<file path="config.mk">
export PLATFORM = sky130hd
export DESIGN_NAME = serial_link_ctrl
export DESIGN_NICKNAME = d
export VERILOG_FILES = /design/src/rtl/serial_link_pkg.sv /design/src/rtl/link_word_timer.sv /design/src/rtl/serial_link_ctrl.sv
export SDC_FILE = /design/constraint.sdc
export NUM_CORES = 1
export LEC_CHECK = 0
export ABC_CLOCK_PERIOD_IN_PS = 2050
export CORE_ASPECT_RATIO = 1.5
export CORE_MARGIN = 2
export CORE_UTILIZATION = 39
export DETAILED_ROUTE_END_ITERATION = 10
export GPL_ROUTABILITY_DRIVEN = 0
export PLACE_DENSITY_LB_ADDON = 0.3
export SYNTH_ARGS = -nofsm -noshare
export SYNTH_HDL_FRONTEND = slang
export SYNTH_SLANG_ARGS = --single-unit
</file>
<file path="constraint.sdc">
create_clock -name clk -period 2.05 [get_ports clk]
set_input_delay 0.205 -clock clk [delete_from_list [all_inputs] [get_ports clk]]
set_output_delay 0.205 -clock clk [all_outputs]
set_load 0.01 [all_outputs]
</file>
<file path="src/rtl/serial_link_pkg.sv">
// Shared types and constants for the PRBS serial link frame sequencer.
// The CRC helper is only referenced when LINK_CRC_EN is defined.
package serial_link_pkg;

    typedef enum logic [1:0] {IDLE, SYNC, PAYLOAD, CRC} link_state_e;

    localparam logic [31:0] DEF_SYNC_WORD = 32'hA5A5_F00F;
    localparam logic [31:0] DEF_IDLE_WORD = 32'h0000_0000;
    localparam logic [31:0] CRC32_POLY    = 32'h04C1_1DB7;
    localparam logic [31:0] CRC32_INIT    = 32'hFFFF_FFFF;

    // Word-parallel CRC-32 step over the low nbits of data, MSB first, non-reflected.
    function automatic logic [31:0] crc32_word(input logic [31:0] crc,
                                               input logic [63:0] data,
                                               input int unsigned nbits);
        logic [31:0] c;
        logic        fb;
        c = crc;
        for (int i = 63; i >= 0; i--) begin
            if (i < int'(nbits)) begin
                fb = c[31] ^ data[i];
                c  = {c[30:0], 1'b0};
                if (fb) c = c ^ CRC32_POLY;
            end
        end
        return c;
    endfunction

endpackage

</file>
<file path="src/rtl/link_word_timer.sv">
// Free-running bit counter; flags the last bit of every serializer word
// so the controller can act on word boundaries without a divided clock.
module link_word_timer #(
    parameter int SER_WIDTH = 32
) (
    input  logic clk,
    input  logic rst_n,
    output logic boundary_o
);

    localparam int CW = $clog2(SER_WIDTH);

    logic [CW-1:0] bit_cnt_q;

    // Power-of-two width, so the natural wrap gives 0..SER_WIDTH-1.
    always_ff @(posedge clk) begin
        if (!rst_n) bit_cnt_q <= '0;
        else        bit_cnt_q <= bit_cnt_q + 1'b1;
    end

    assign boundary_o = (bit_cnt_q == CW'(SER_WIDTH - 1));

endmodule

</file>
<file path="src/rtl/serial_link_ctrl.sv">
// Frame sequencer: idle / sync header / PRBS payload words, one per boundary.
// Define LINK_CRC_EN to append a CRC-32 word after the payload.
module serial_link_ctrl
    import serial_link_pkg::*;
#(
    parameter int                   SER_WIDTH     = 32,
    parameter logic [SER_WIDTH-1:0] SYNC_WORD     = SER_WIDTH'(DEF_SYNC_WORD),
    parameter logic [SER_WIDTH-1:0] IDLE_WORD     = SER_WIDTH'(DEF_IDLE_WORD),
    parameter int                   SYNC_WORDS    = 2,
    parameter int                   PAYLOAD_WORDS = 16
) (
    input  logic                 clk,
    input  logic                 rst_n,
    input  logic                 start,
    input  logic                 stop,
    input  logic                 continuous,
    input  logic [SER_WIDTH-1:0] prbs_word,
    output logic                 prbs_adv,
    output logic                 ser_load,
    output logic [SER_WIDTH-1:0] ser_word,
    output logic                 busy,
    output logic                 done,
    output logic [15:0]          frame_cnt
);

    localparam logic [7:0] SYNC_LAST = 8'(SYNC_WORDS - 1);
    localparam logic [7:0] PAY_LAST  = 8'(PAYLOAD_WORDS - 1);

    link_state_e state_q, state_d;
    logic [7:0]  wcnt_q, wcnt_d;
    logic [15:0] frame_cnt_q, frame_cnt_d;
    logic        start_pend_q, start_pend_d;
    logic        stop_pend_q, stop_pend_d;
    logic        done_q, done_d;
    logic        busy_q;
    logic        boundary, start_req, stop_req, frame_end;
`ifdef LINK_CRC_EN
    logic [31:0] crc_q, crc_d;
`endif

    link_word_timer #(.SER_WIDTH(SER_WIDTH)) u_timer (
        .clk        (clk),
        .rst_n      (rst_n),
        .boundary_o (boundary)
    );

    assign start_req = start_pend_q | start;
    assign stop_req  = stop_pend_q | stop;

    always_comb begin
        state_d      = state_q;
        wcnt_d       = wcnt_q;
        frame_cnt_d  = frame_cnt_q;
        done_d       = 1'b0;
        start_pend_d = start_req;
        stop_pend_d  = stop_req;
        frame_end    = 1'b0;
`ifdef LINK_CRC_EN
        crc_d        = crc_q;
`endif
        if (boundary) begin
            start_pend_d = 1'b0;
            stop_pend_d  = 1'b0;
            case (state_q)
                IDLE: if (start_req && !stop_req) begin
                    state_d = SYNC;
                    wcnt_d  = '0;
                end
                SYNC: if (wcnt_q == SYNC_LAST) begin
                    state_d = PAYLOAD;
                    wcnt_d  = '0;
                end else begin
                    wcnt_d = wcnt_q + 8'd1;
                end
                PAYLOAD: begin
`ifdef LINK_CRC_EN
                    crc_d = crc32_word(crc_q, 64'(prbs_word), SER_WIDTH);
`endif
                    if (wcnt_q == PAY_LAST) begin
`ifdef LINK_CRC_EN
                        state_d = CRC;
                        wcnt_d  = '0;
`else
                        frame_end = 1'b1;
`endif
                    end else begin
                        wcnt_d = wcnt_q + 8'd1;
                    end
                end
`ifdef LINK_CRC_EN
                CRC: frame_end = 1'b1;
`endif
                default: state_d = IDLE;
            endcase
            if (frame_end) begin
                done_d      = 1'b1;
                frame_cnt_d = frame_cnt_q + 16'd1;
                state_d     = continuous ? SYNC : IDLE;
                wcnt_d      = '0;
            end
            // Abort wins over completion; the word on the wire this boundary still goes out.
            if (stop_req && state_q != IDLE) begin
                state_d     = IDLE;
                wcnt_d      = '0;
                done_d      = 1'b0;
                frame_cnt_d = frame_cnt_q;
            end
`ifdef LINK_CRC_EN
            if (state_d == SYNC && state_q != SYNC) crc_d = CRC32_INIT;
`endif
        end
    end

    always_ff @(posedge clk) begin
        if (!rst_n) begin
            state_q      <= IDLE;
            wcnt_q       <= '0;
            frame_cnt_q  <= '0;
            start_pend_q <= 1'b0;
            stop_pend_q  <= 1'b0;
            done_q       <= 1'b0;
            busy_q       <= 1'b0;
        end else begin
            state_q      <= state_d;
            wcnt_q       <= wcnt_d;
            frame_cnt_q  <= frame_cnt_d;
            start_pend_q <= start_pend_d;
            stop_pend_q  <= stop_pend_d;
            done_q       <= done_d;
            busy_q       <= (state_d != IDLE);
        end
    end

`ifdef LINK_CRC_EN
    always_ff @(posedge clk) begin
        if (!rst_n) crc_q <= CRC32_INIT;
        else        crc_q <= crc_d;
    end
`endif

    always_comb begin
        ser_word = IDLE_WORD;
        case (state_q)
            SYNC:    ser_word = SYNC_WORD;
            PAYLOAD: ser_word = prbs_word;
`ifdef LINK_CRC_EN
            CRC:     ser_word = SER_WIDTH'(crc_q);
`endif
            default: ser_word = IDLE_WORD;
        endcase
    end

    assign ser_load  = boundary;
    assign prbs_adv  = boundary && (state_q == PAYLOAD);
    assign busy      = busy_q;
    assign done      = done_q;
    assign frame_cnt = frame_cnt_q;

endmodule

</file>
==> flow_metrics.env, run 1 <==
export IMPL_drv_slew=0
export IMPL_maxCapViolCount=0
export IMPL_antenna_found_initial=0
export IMPL_worst_ep_arrival_time_ns=1.77
export IMPL_firstDrtPassIters=4
export IMPL_status="finished, final reports clean"
export IMPL_synthTopCellsByCount="dfxtp_1, and2_1, nor2b_1"
export IMPL_power_frac_seq=0.528
export IMPL_h_tree_depth=2
export IMPL_synthesis_area_um2=2160
export IMPL_postLayoutCoreUtil=0.624
export IMPL_dp_final_hpwl_um=4320
export IMPL_r2r_start="state_q[0]$_SDFF_PN0_"
export IMPL_postRouteAntennaNets=0
export IMPL_min_path_cells=1
export IMPL_drcViolationCount=0
export IMPL_startpoint_type="register"
export IMPL_antennaDiodeCount=0
export IMPL_reg2reg_depth=7
export IMPL_synth_top_area_cell="dfxtp_1"
export IMPL_yosysMostFrequentCell="dfxtp_1"
export IMPL_cts_tree="built"
export IMPL_rsz0062_at_grt="no"
export IMPL_via_per_inst=5.11
export IMPL_portBuffers=88
export IMPL_grt_ovfl_total=0
export IMPL_power_density_nw_per_um2=389
export IMPL_pre_cts_slack_ns=0.00309
export IMPL_critPathKind="register to output port"
export IMPL_drtIter0Drc=122
export IMPL_yosysSeqAreaShare=0.325
export IMPL_die_w_um=64.7
export IMPL_p_clk_frac=0.393
export IMPL_holdCritStartpoint="u_timer.bit_cnt_q[0]$_SDFF_PN0_"
export IMPL_grtUsageTotal=0.184
export IMPL_rows=33
export IMPL_first_global_vias=1956
export IMPL_drive_gt1_frac=0.109
export IMPL_fin_skew_ns=0.00689
export IMPL_relSlewSlack=0.691
export IMPL_worstReg2RegEnd="wcnt_q[7]$_SDFFE_PN0P_"
export IMPL_ys_async_sr_fraction=0
export IMPL_numCtsBuffers=5
export IMPL_layout_cells_non_filler=429
export IMPL_r2r_setup_slack_ns=0.10
export IMPL_cts_hold_buf=0
export IMPL_design_area_um2=3380
export IMPL_yosys_cell_types_count=43
export IMPL_synth_edf_count=0
export IMPL_post_route_period_util=0.961
export IMPL_placed_cell_area_um2=3190
export IMPL_grt_max_degree=43
export IMPL_synth_largest_type_area_fraction=0.325
export IMPL_syn_nets=311
export IMPL_ir_worst_vdd_mv=0.267
export IMPL_setup_ws_ns=0.0797
export IMPL_yosys_warnings=0
export IMPL_synth_ff_type="dfxtp_1"
export IMPL_cts_path_max_buffers=2
export IMPL_worst_pin_slew_ns=0.459
export IMPL_clk_pin_slew_worst_paths_ns=0.08
export IMPL_p_int_mw=1.02
export IMPL_p_sw_mw=0.289
export IMPL_finalWirelength_um=5840
export IMPL_ys_ff_latch=35
export IMPL_coreArea_um2=5410
export IMPL_hold_violations=0
export IMPL_hold_path_end="u_timer.bit_cnt_q[0]$_SDFF_PN0_"
export IMPL_avgSynthCellArea_um2=8.17
export IMPL_root_buffer="clkbuf_8"
export IMPL_switching_share=0.220
export IMPL_wire_per_inst_um=13.6
export IMPL_dp_cells=422
export IMPL_clk_latency_ns=0.28
export IMPL_syn_inst=264
export IMPL_cts_sinks=35
export IMPL_cts_setup_buffers=0
export IMPL_syn_to_final_growth_pct=56.6
export IMPL_hp_class="register to register"
export IMPL_final_nets=406
export IMPL_p_leak_nw=1.62
export IMPL_setup_viol=0
export IMPL_total_power_mw=1.31
export IMPL_grt_first_pass_wirelength_um=9150
export IMPL_start_util=0.399
export IMPL_die_area_um2=6150
export IMPL_pin_count=89
export IMPL_crit_fanout=22
export IMPL_timing_fmax_mhz=508
export IMPL_die_y_um=95.1
export IMPL_crit_path_end_kind="output port"
export IMPL_dr_total_vias=2192
export IMPL_crit_required_ns=1.85
export IMPL_period_minus_slack_ns=1.97
export IMPL_p_comb_frac=0.079
export IMPL_synth_area_leaders="dfxtp_1, and2_1, ha_1"
## state kept, by name, summed over array words and instances (netlist names)
signal             cells
wcnt_q                 8
busy                   1
start_pend_q           1
done                   1
frame_cnt             16
u_timer.bit_cnt_q      5
state_q                2
stop_pend_q            1
## power by group through the flow
stage	combinational (mW)	sequential (mW)	clock, mW
after floorplan	0.0253	0.707	0
after global placement	0.100	0.708	0
after detailed placement	0.102	0.709	0
after CTS	0.103	0.693	0.523
after global routing	0.112	0.694	0.549
final	0.103	0.693	0.516
## logic make-up after synthesis
group | synth area share
flops | 0.325
fa+ha+maj | 0.0580
xor+xnor | 0.0691
compound gates | 0.133
mux | 0.00464
buf+inv | 0.0400
simple gates | 0.370
## worst max path at each step
stage	from	endpoint	slack [ns]
final	state_q[1]$_SDFF_PN0_	ser_word[4]	0.08
after global routing	state_q[1]$_SDFF_PN0_	ser_word[4]	0.006
after CTS	state_q[1]$_SDFF_PN0_	ser_word[21]	-0.09
after detailed placement	stop	frame_cnt[8]$_SDFFE_PN0P_	0.003
after global placement	stop	frame_cnt[14]$_SDFFE_PN0P_	0.07
after floorplan	state_q[0]$_SDFF_PN0_	wcnt_q[7]$_SDFFE_PN0P_	0.003
## area by class of cell
type                       count  area [um2]
fill                         483        2030
clock buffer                   6        82.6
inverter                       6        22.5
clock inverter                 1        5.00
tap                           70        87.6
multi-input combinational    207        1430
timing repair buffer         104        1040
sequential                    35         703
## metal layers
metal | global-route usage | share of wire | vias up
met5 | 0 | 0 | -
met4 | 0.0479 | 0.0091 | 0
met3 | 0.0413 | 0.042 | 5
met2 | 0.335 | 0.54 | 56
met1 | 0.214 | 0.41 | 1020
li1 | - | - | 1111
## layout by cell type (no fill, tap or decap), types with 5 or more instances in the layout
cell type	Yosys	routed
buf_4	0	13
nor2b_1	17	17
ha_1	10	6
nand3_1	12	12
nor2_1	12	12
dlygate4sd2_1	0	11
and2_1	34	34
nand4_1	9	9
xor2_1	11	11
dlymetal6s2s_1	0	17
clkdlybuf4s50_1	0	60
clkbuf_8	0	6
and3_1	9	9
nor3_1	7	6
nand2_1	12	12
xnor2_1	6	6
dfxtp_1	35	33
nand2b_1	5	5
o21ai_0	12	12
a21oi_1	16	16
## critical path, cell delays in order, from the launching register on
cell	delay (ns)
dfxtp_2	0.34
buf_4	0.14
ha_4	0.17
buf_8	0.16
and2_1	0.14
clkdlybuf4s50_1	0.53
## stage by stage
| step | hold slack [ns] | TNS [ns] |
|---|---|---|
| 3_3_place_gp | 0.437 | 0 |
| 3_5_place_dp | 0.450 | 0 |
| 5_1_grt | 0.471 | 0 |
| 2_1_floorplan | 0.336 | 0 |
| 6_report | 0.466 | 0 |
| 4_1_cts | 0.462 | -0.632 |
## repair_timing
item / 4_1_cts / 5_1_grt
pin swaps: 0 / 0
resized for setup: 16 / 31
setup endpoints to repair: 34 / 34
(Power assumes the default switching activity.)
==> inputs of run 2 (changes only) <==
--- a/config.mk
+++ b/config.mk
@@ -5,10 +5,11 @@
 export SDC_FILE = /design/constraint.sdc
 export NUM_CORES = 1
 export LEC_CHECK = 0
+export ABC_AREA = 1
 export ABC_CLOCK_PERIOD_IN_PS = 2050
 export CORE_ASPECT_RATIO = 1.5
 export CORE_MARGIN = 2
-export CORE_UTILIZATION = 39
+export CORE_UTILIZATION = 40
 export DETAILED_ROUTE_END_ITERATION = 10
 export GPL_ROUTABILITY_DRIVEN = 0
 export PLACE_DENSITY_LB_ADDON = 0.3
==> run 2 against run 1 <==
Non-clock buffer count is 3 higher; sequential cell count stayed put; critical path depth is 1 higher; synthesized cell count is 44% higher; global-route usage is 3.4 points higher; critical path type unchanged; critical endpoint is now ser_word[1]; largest cell class unchanged; largest power group unchanged; highest routed layer unchanged.
==> flow_metrics.env, run 2 <==
export IMPL_drcViolationCount=0
export IMPL_grt_use_met2=0.422
export IMPL_cts_tree="built"
export IMPL_p_leak_nw=1.81
export IMPL_firstDrtPassIters=4
export IMPL_cp_slowest_stage_delay_ns=0.38
export IMPL_ys_ff_latch=35
export IMPL_timing_fmax_mhz=509
export IMPL_worst_ep_arrival_time_ns=1.76
export IMPL_path_buf_inv=4
export IMPL_path_delay_family="buffers and inverters"
export IMPL_largest_register_ffs=16
export IMPL_hp_class="register to register"
export IMPL_mostFrequentLayoutCell="nand2_1"
export IMPL_die_area_um2=6460
export IMPL_syn_inst=381
export IMPL_grt_max_degree=18
export IMPL_grt_busiest_layer="met2"
export IMPL_clk_pin_slew_worst_paths_ns=0.07
export IMPL_crit_path_end_kind="output port"
export IMPL_grt_use_met1=0.219
export IMPL_final_nets=534
export IMPL_first_global_vias=2578
export IMPL_critPathKind="register to output port"
export IMPL_start_util=0.408
export IMPL_setup_viol=0
export IMPL_dp_final_hpwl_um=4890
export IMPL_numCtsBuffers=5
export IMPL_ir_worst_vdd_mv=0.381
export IMPL_ys_async_sr_fraction=0
export IMPL_avgSynthCellArea_um2=6.11
export IMPL_h_tree_depth=2
export IMPL_wire_per_inst_um=12.7
export IMPL_status="finished, final reports clean"
export IMPL_finalSetupTns_ns=0
export IMPL_worst_pin_slew_ns=0.491
export IMPL_relSlewSlack=0.670
export IMPL_grt_use_met3=0.0394
export IMPL_antenna_found_initial=0
export IMPL_portBuffers=88
export IMPL_crit_fanout=4
export IMPL_cts_hold_buf=0
export IMPL_synth_largest_type_area_fraction=0.301
export IMPL_dr_total_vias=2744
export IMPL_antennaDiodeCount=0
export IMPL_cts_sinks=35
export IMPL_hold_violations=0
export IMPL_via_per_inst=4.90
export IMPL_drive_gt1_frac=0.127
export IMPL_post_route_period_util=0.959
export IMPL_synth_ff_type="dfxtp_1"
export IMPL_yosysMostFrequentCell="nand2_1"
export IMPL_placed_cell_area_um2=3300
export IMPL_syn_nets=428
export IMPL_slowest_stage="dfxtp_4"
export IMPL_cts_path_max_buffers=2
export IMPL_synth_area_leaders="dfxtp_1, nand2_1, inv_1"
export IMPL_drv_slew=0
export IMPL_grt_first_pass_wirelength_um=11300
export IMPL_total_power_mw=1.42
export IMPL_synth_top_area_cell="dfxtp_1"
export IMPL_yosys_cell_types_count=25
export IMPL_grtUsageTotal=0.218
export IMPL_die_w_um=66.3
export IMPL_synthTopCellsByCount="nand2_1, inv_1, nor2_1"
export IMPL_setup_ws_ns=0.0837
export IMPL_yosys_warnings=0
export IMPL_finalWirelength_um=7110
export IMPL_die_y_um=97.4
export IMPL_syn_to_final_growth_pct=55.9
export IMPL_pre_cts_slack_ns=0.0776
export IMPL_design_area_um2=3630
export IMPL_pin_count=89
export IMPL_postRouteAntennaNets=0
export IMPL_crit_required_ns=1.85
export IMPL_root_buffer="clkbuf_8"
export IMPL_path_cells="inv_2 -> ha_4 -> clkinvlp_4 -> buf_4 -> a21oi_1 -> dlygate4sd2_1"
export IMPL_maxCapViolCount=0
export IMPL_yosysSeqAreaShare=0.301
export IMPL_grt_ovfl_total=0
export IMPL_rows=34
export IMPL_final_cell_mix="nand2_1, clkdlybuf4s50_1, inv_1, nor2_1, a21oi_1"
export IMPL_fin_skew_ns=0.00422
export IMPL_startpoint_type="register"
export IMPL_drtIter0Drc=87
export IMPL_rsz0062_at_grt="no"
export IMPL_synthesis_area_um2=2330
export IMPL_power_density_nw_per_um2=391
export IMPL_coreArea_um2=5700
export IMPL_period_minus_slack_ns=1.97
export IMPL_synth_edf_count=0
export IMPL_clk_latency_ns=0.28
==> run 2: cell types whose count changed after synthesis, moves of 5 or more <==
cell / before / now
and2_1: 34 / 0
nor2_1: 12 / 39
nand3_1: 12 / 24
o21ai_1: 1 / 6
o21ai_0: 12 / 2
xor2_1: 11 / 5
nand2_1: 12 / 116
and3_1: 9 / 0
nor2b_1: 17 / 0
nand2b_1: 5 / 0
inv_1: 6 / 59
inv_2: 0 / 8
xnor2_1: 6 / 0
a21oi_1: 16 / 35
==> run 2: cell type report <==
class,instances,area (um2)
Clock buffer,5,68.8
Clock inverter,3,43.8
Fill cell,508,2070
Inverter,67,264
Multi-Input combinational cell,269,1370
Sequential cell,35,708
Tap cell,72,90.1
Timing Repair Buffer,107,1060
Timing Repair inverter,2,15.0
==> run 2: through the flow <==
stage | utilization | hold WS (ns) | instances
6_report | 0.637 | 0.453 | 560
5_1_grt | 0.637 | 0.478 | 560
4_1_cts | 0.622 | 0.459 | 553
3_5_place_dp | 0.579 | 0.440 | 535
3_3_place_gp | 0.579 | 0.432 | 535
2_1_floorplan | - | 0.343 | 381
==> run 2: where the power goes <==
group          switching (mW)  internal [mW]  total, mW
clock network           0.258          0.362      0.620
logic                  0.0384         0.0710      0.109
registers             0.00431          0.684      0.689
total                   0.300           1.12       1.42
==> run 2: cells by family after synthesis <==
group / synth area share
buffers and inverters: 0.126
AND/OR/NAND/NOR: 0.401
flip-flops: 0.301
adder cells (fa/ha/maj): 0.0538
AO/OA/AOI/OAI: 0.100
XOR/XNOR: 0.0188
==> run 2: final timing paths <==
check | start | end | slack (ns) | depth (start not counted)
setup / recovery | state_q[1]$_SDFF_PN0_ | ser_word[1] | 0.08 | 6
hold / removal | u_timer.bit_cnt_q[0]$_SDFF_PN0_ | u_timer.bit_cnt_q[0]$_SDFF_PN0_ | 0.45 | 1
setup reg to reg | state_q[0]$_SDFF_PN0_ | wcnt_q[6]$_SDFFE_PN0P_ | 0.21 | 12
hold reg to reg | u_timer.bit_cnt_q[0]$_SDFF_PN0_ | u_timer.bit_cnt_q[0]$_SDFF_PN0_ | 0.45 | 1
==> run 2: layer usage <==
| metal | share of wire | wire [um] | up-vias |
|---|---|---|---|
| li1 | - | - | 1398 |
| met1 | 0.38 | 2740 | 1233 |
| met2 | 0.53 | 3770 | 101 |
| met3 | 0.066 | 470 | 12 |
| met4 | 0.018 | 129 | 0 |
| met5 | 0 | 0 | - |
==> run 2: repair_timing <==
item,4_1_cts,5_1_grt
cloned,3,0
setup endpoints to repair,34,24
pin swaps,1,1
setup buffers,7,7
resized for setup,34,14
==> inputs of run 3 (changes only) <==
--- a/config.mk
+++ b/config.mk
@@ -13,6 +13,7 @@
 export DETAILED_ROUTE_END_ITERATION = 10
 export GPL_ROUTABILITY_DRIVEN = 0
 export PLACE_DENSITY_LB_ADDON = 0.3
+export SKIP_CTS_REPAIR_TIMING = 1
 export SYNTH_ARGS = -nofsm -noshare
 export SYNTH_HDL_FRONTEND = slang
 export SYNTH_SLANG_ARGS = --single-unit
==> run 3 against run 2 <==
Clock power about the same; routed wire length decreased by 2.2%; register-to-register slack got worse by 0.02 ns; critical endpoint is now ser_word[13]; final cell count decreased by 1.6%; critical path depth increased by 1; critical path type unchanged.
==> flow_metrics.env, run 3 (synthesis results as in run 2) <==
export IMPL_slowest_stage="dfxtp_4"
export IMPL_power_density_nw_per_um2=395
export IMPL_start_util=0.408
export IMPL_critPathKind="register to output port"
export IMPL_cp_slowest_stage_delay_ns=0.39
export IMPL_min_path_cells=1
export IMPL_hold_violations=0
export IMPL_cp_common_cell="buf_4"
export IMPL_cts_tree="built"
export IMPL_met2_wirelength_um=3640
export IMPL_h_tree_depth=2
export IMPL_die_w_um=66.3
export IMPL_mostFrequentLayoutCell="nand2_1"
export IMPL_startpoint_type="register"
export IMPL_p_comb_frac=0.077
export IMPL_drcViolationCount=0
export IMPL_wl_met3_um=441
export IMPL_drtIter0Drc=100
export IMPL_ir_worst_vdd_mv=0.374
export IMPL_wire_per_inst_um=12.6
export IMPL_drive_gt1_frac=0.113
export IMPL_relSlewSlack=0.687
export IMPL_grt_first_pass_wirelength_um=10600
export IMPL_numCtsBuffers=5
export IMPL_grtUsageTotal=0.204
export IMPL_final_cell_mix="nand2_1, clkdlybuf4s50_1, inv_1, nor2_1, a21oi_1"
export IMPL_dp_final_hpwl_um=4890
export IMPL_p_sw_mw=0.301
export IMPL_postRouteAntennaNets=0
export IMPL_r2r_setup_slack_ns=0.19
export IMPL_post_route_period_util=0.969
export IMPL_worst_ep_arrival_time_ns=1.78
export IMPL_worst_pin_slew_ns=0.466
export IMPL_clk_pin_slew_worst_paths_ns=0.08
export IMPL_cts_sinks=35
export IMPL_root_buffer="clkbuf_8"
export IMPL_maxCapViolCount=0
export IMPL_path_cells="inv_2 -> ha_4 -> clkinvlp_4 -> buf_4 -> buf_4 -> a21oi_1 -> clkbuf_2"
export IMPL_path_delay_family="buffers and inverters"
export IMPL_regArea_um2=709
export IMPL_hp_class="register to register"
export IMPL_period_minus_slack_ns=1.99
export IMPL_setup_viol=0
export IMPL_r2r_start="state_q[0]$_SDFF_PN0_"
export IMPL_antennaDiodeCount=0
export IMPL_worstReg2RegEnd="wcnt_q[6]$_SDFFE_PN0P_"
export IMPL_crit_path_end_kind="output port"
export IMPL_reg2reg_depth=12
export IMPL_switching_share=0.212
export IMPL_pre_cts_slack_ns=0.0776
export IMPL_total_power_mw=1.42
export IMPL_firstDrtPassIters=4
export IMPL_die_area_um2=6460
export IMPL_rows=34
export IMPL_p_clk_frac=0.438
export IMPL_final_nets=525
export IMPL_grt_max_degree=34
export IMPL_drv_slew=0
export IMPL_fin_skew_ns=0.00610
export IMPL_crit_fanout=6
export IMPL_syn_to_final_growth_pct=54.4
export IMPL_dr_max_layer_used="met4"
export IMPL_multi_input_area_um2=1380
export IMPL_first_global_vias=2457
export IMPL_largest_register_ffs=16
export IMPL_wl_met1_um=2710
export IMPL_holdCritStartpoint="u_timer.bit_cnt_q[0]$_SDFF_PN0_"
export IMPL_finalWirelength_um=6950
export IMPL_grt_ovfl_total=0
export IMPL_timing_fmax_mhz=504
export IMPL_p_leak_nw=1.85
export IMPL_antenna_found_initial=0
export IMPL_die_y_um=97.4
export IMPL_portBuffers=88
export IMPL_p_int_mw=1.12
export IMPL_coreArea_um2=5700
export IMPL_cts_path_max_buffers=2
export IMPL_pin_count=89
export IMPL_path_buf_inv=5
export IMPL_power_frac_seq=0.486
export IMPL_n_fill_cell=503
export IMPL_setup_ws_ns=0.0645
export IMPL_via_per_inst=4.90
export IMPL_dr_total_vias=2699
export IMPL_crit_required_ns=1.85
export IMPL_clk_latency_ns=0.28
export IMPL_hold_path_end="u_timer.bit_cnt_q[0]$_SDFF_PN0_"
export IMPL_status="finished, final reports clean"
-- run 3: cell count changes in the layout (fill, tap and decap cells not counted), sizes merged --
| cell | change |
|---|---|
| dlygate4sd2 | -15 |
| buf | -9 |
| clkdlybuf4s50 | +7 |
| bufbuf | -1 |
| dlymetal6s2s | +9 |
-- run 3: cell type report --
| class | instances | area share |
|---|---|---|
| tap | 72 | 0.0251 |
| multi-input combinational | 269 | 0.383 |
| inverter | 67 | 0.0735 |
| sequential | 35 | 0.197 |
| timing repair inverter | 2 | 0.00418 |
| clock buffer | 5 | 0.0192 |
| clock inverter | 3 | 0.0122 |
| timing repair buffer | 98 | 0.285 |
-- run 3: power by group through the flow --
stage	Clock, mW	Sequential, mW	Combinational, mW
after floorplan	0	0.706	0.0301
after global placement	0	0.707	0.106
after detailed placement	0	0.707	0.108
after CTS	0.640	0.691	0.109
after global routing	0.660	0.690	0.119
final	0.621	0.689	0.109
-- run 3: worst reg2reg max path, cell delays in order, from the launching register on --
cell and delay, ns:
dfxtp_4 0.37, inv_4 0.09, ha_4 0.19, buf_4 0.15
inv_2 0.05, nor2_2 0.15, nand2_4 0.13, nand2_2 0.15
nand3_2 0.10, inv_2 0.14, nand2_1 0.12, nand2_1 0.09
nor2_1 0.04
-- run 3: layer usage --
metal,GRT usage,up-vias
li1,-,1378
met1,0.210,1208
met2,0.375,99
met3,0.0417,14
met4,0.0942,0
met5,0,-
-- run 3: stage by stage --
stage	hold WS, ns	instances	area (um2)	util	TNS [ns]
floorplan	0.343	381	2330	-	0
global placement	0.432	535	3300	0.579	0
detailed placement	0.440	535	3300	0.579	0
CTS	0.459	543	3410	0.599	-4.42
global route	0.434	551	3590	0.630	-0.00726
finish	0.419	551	3590	0.630	0
-- run 3: worst max-delay path by stage --
stage	cells past startpoint	end	startpoint	slack, ns
finish	7	ser_word[13]	state_q[1]$_SDFF_PN0_	0.06
global route	7	ser_word[13]	state_q[1]$_SDFF_PN0_	-0.007
CTS	5	ser_word[1]	state_q[0]$_SDFF_PN0_	-0.26
detailed placement	5	ser_word[1]	state_q[0]$_SDFF_PN0_	0.08
global placement	5	ser_word[16]	state_q[0]$_SDFF_PN0_	0.16
floorplan	12	frame_cnt[8]$_SDFFE_PN0P_	u_timer.bit_cnt_q[0]$_SDFF_PN0_	0.14
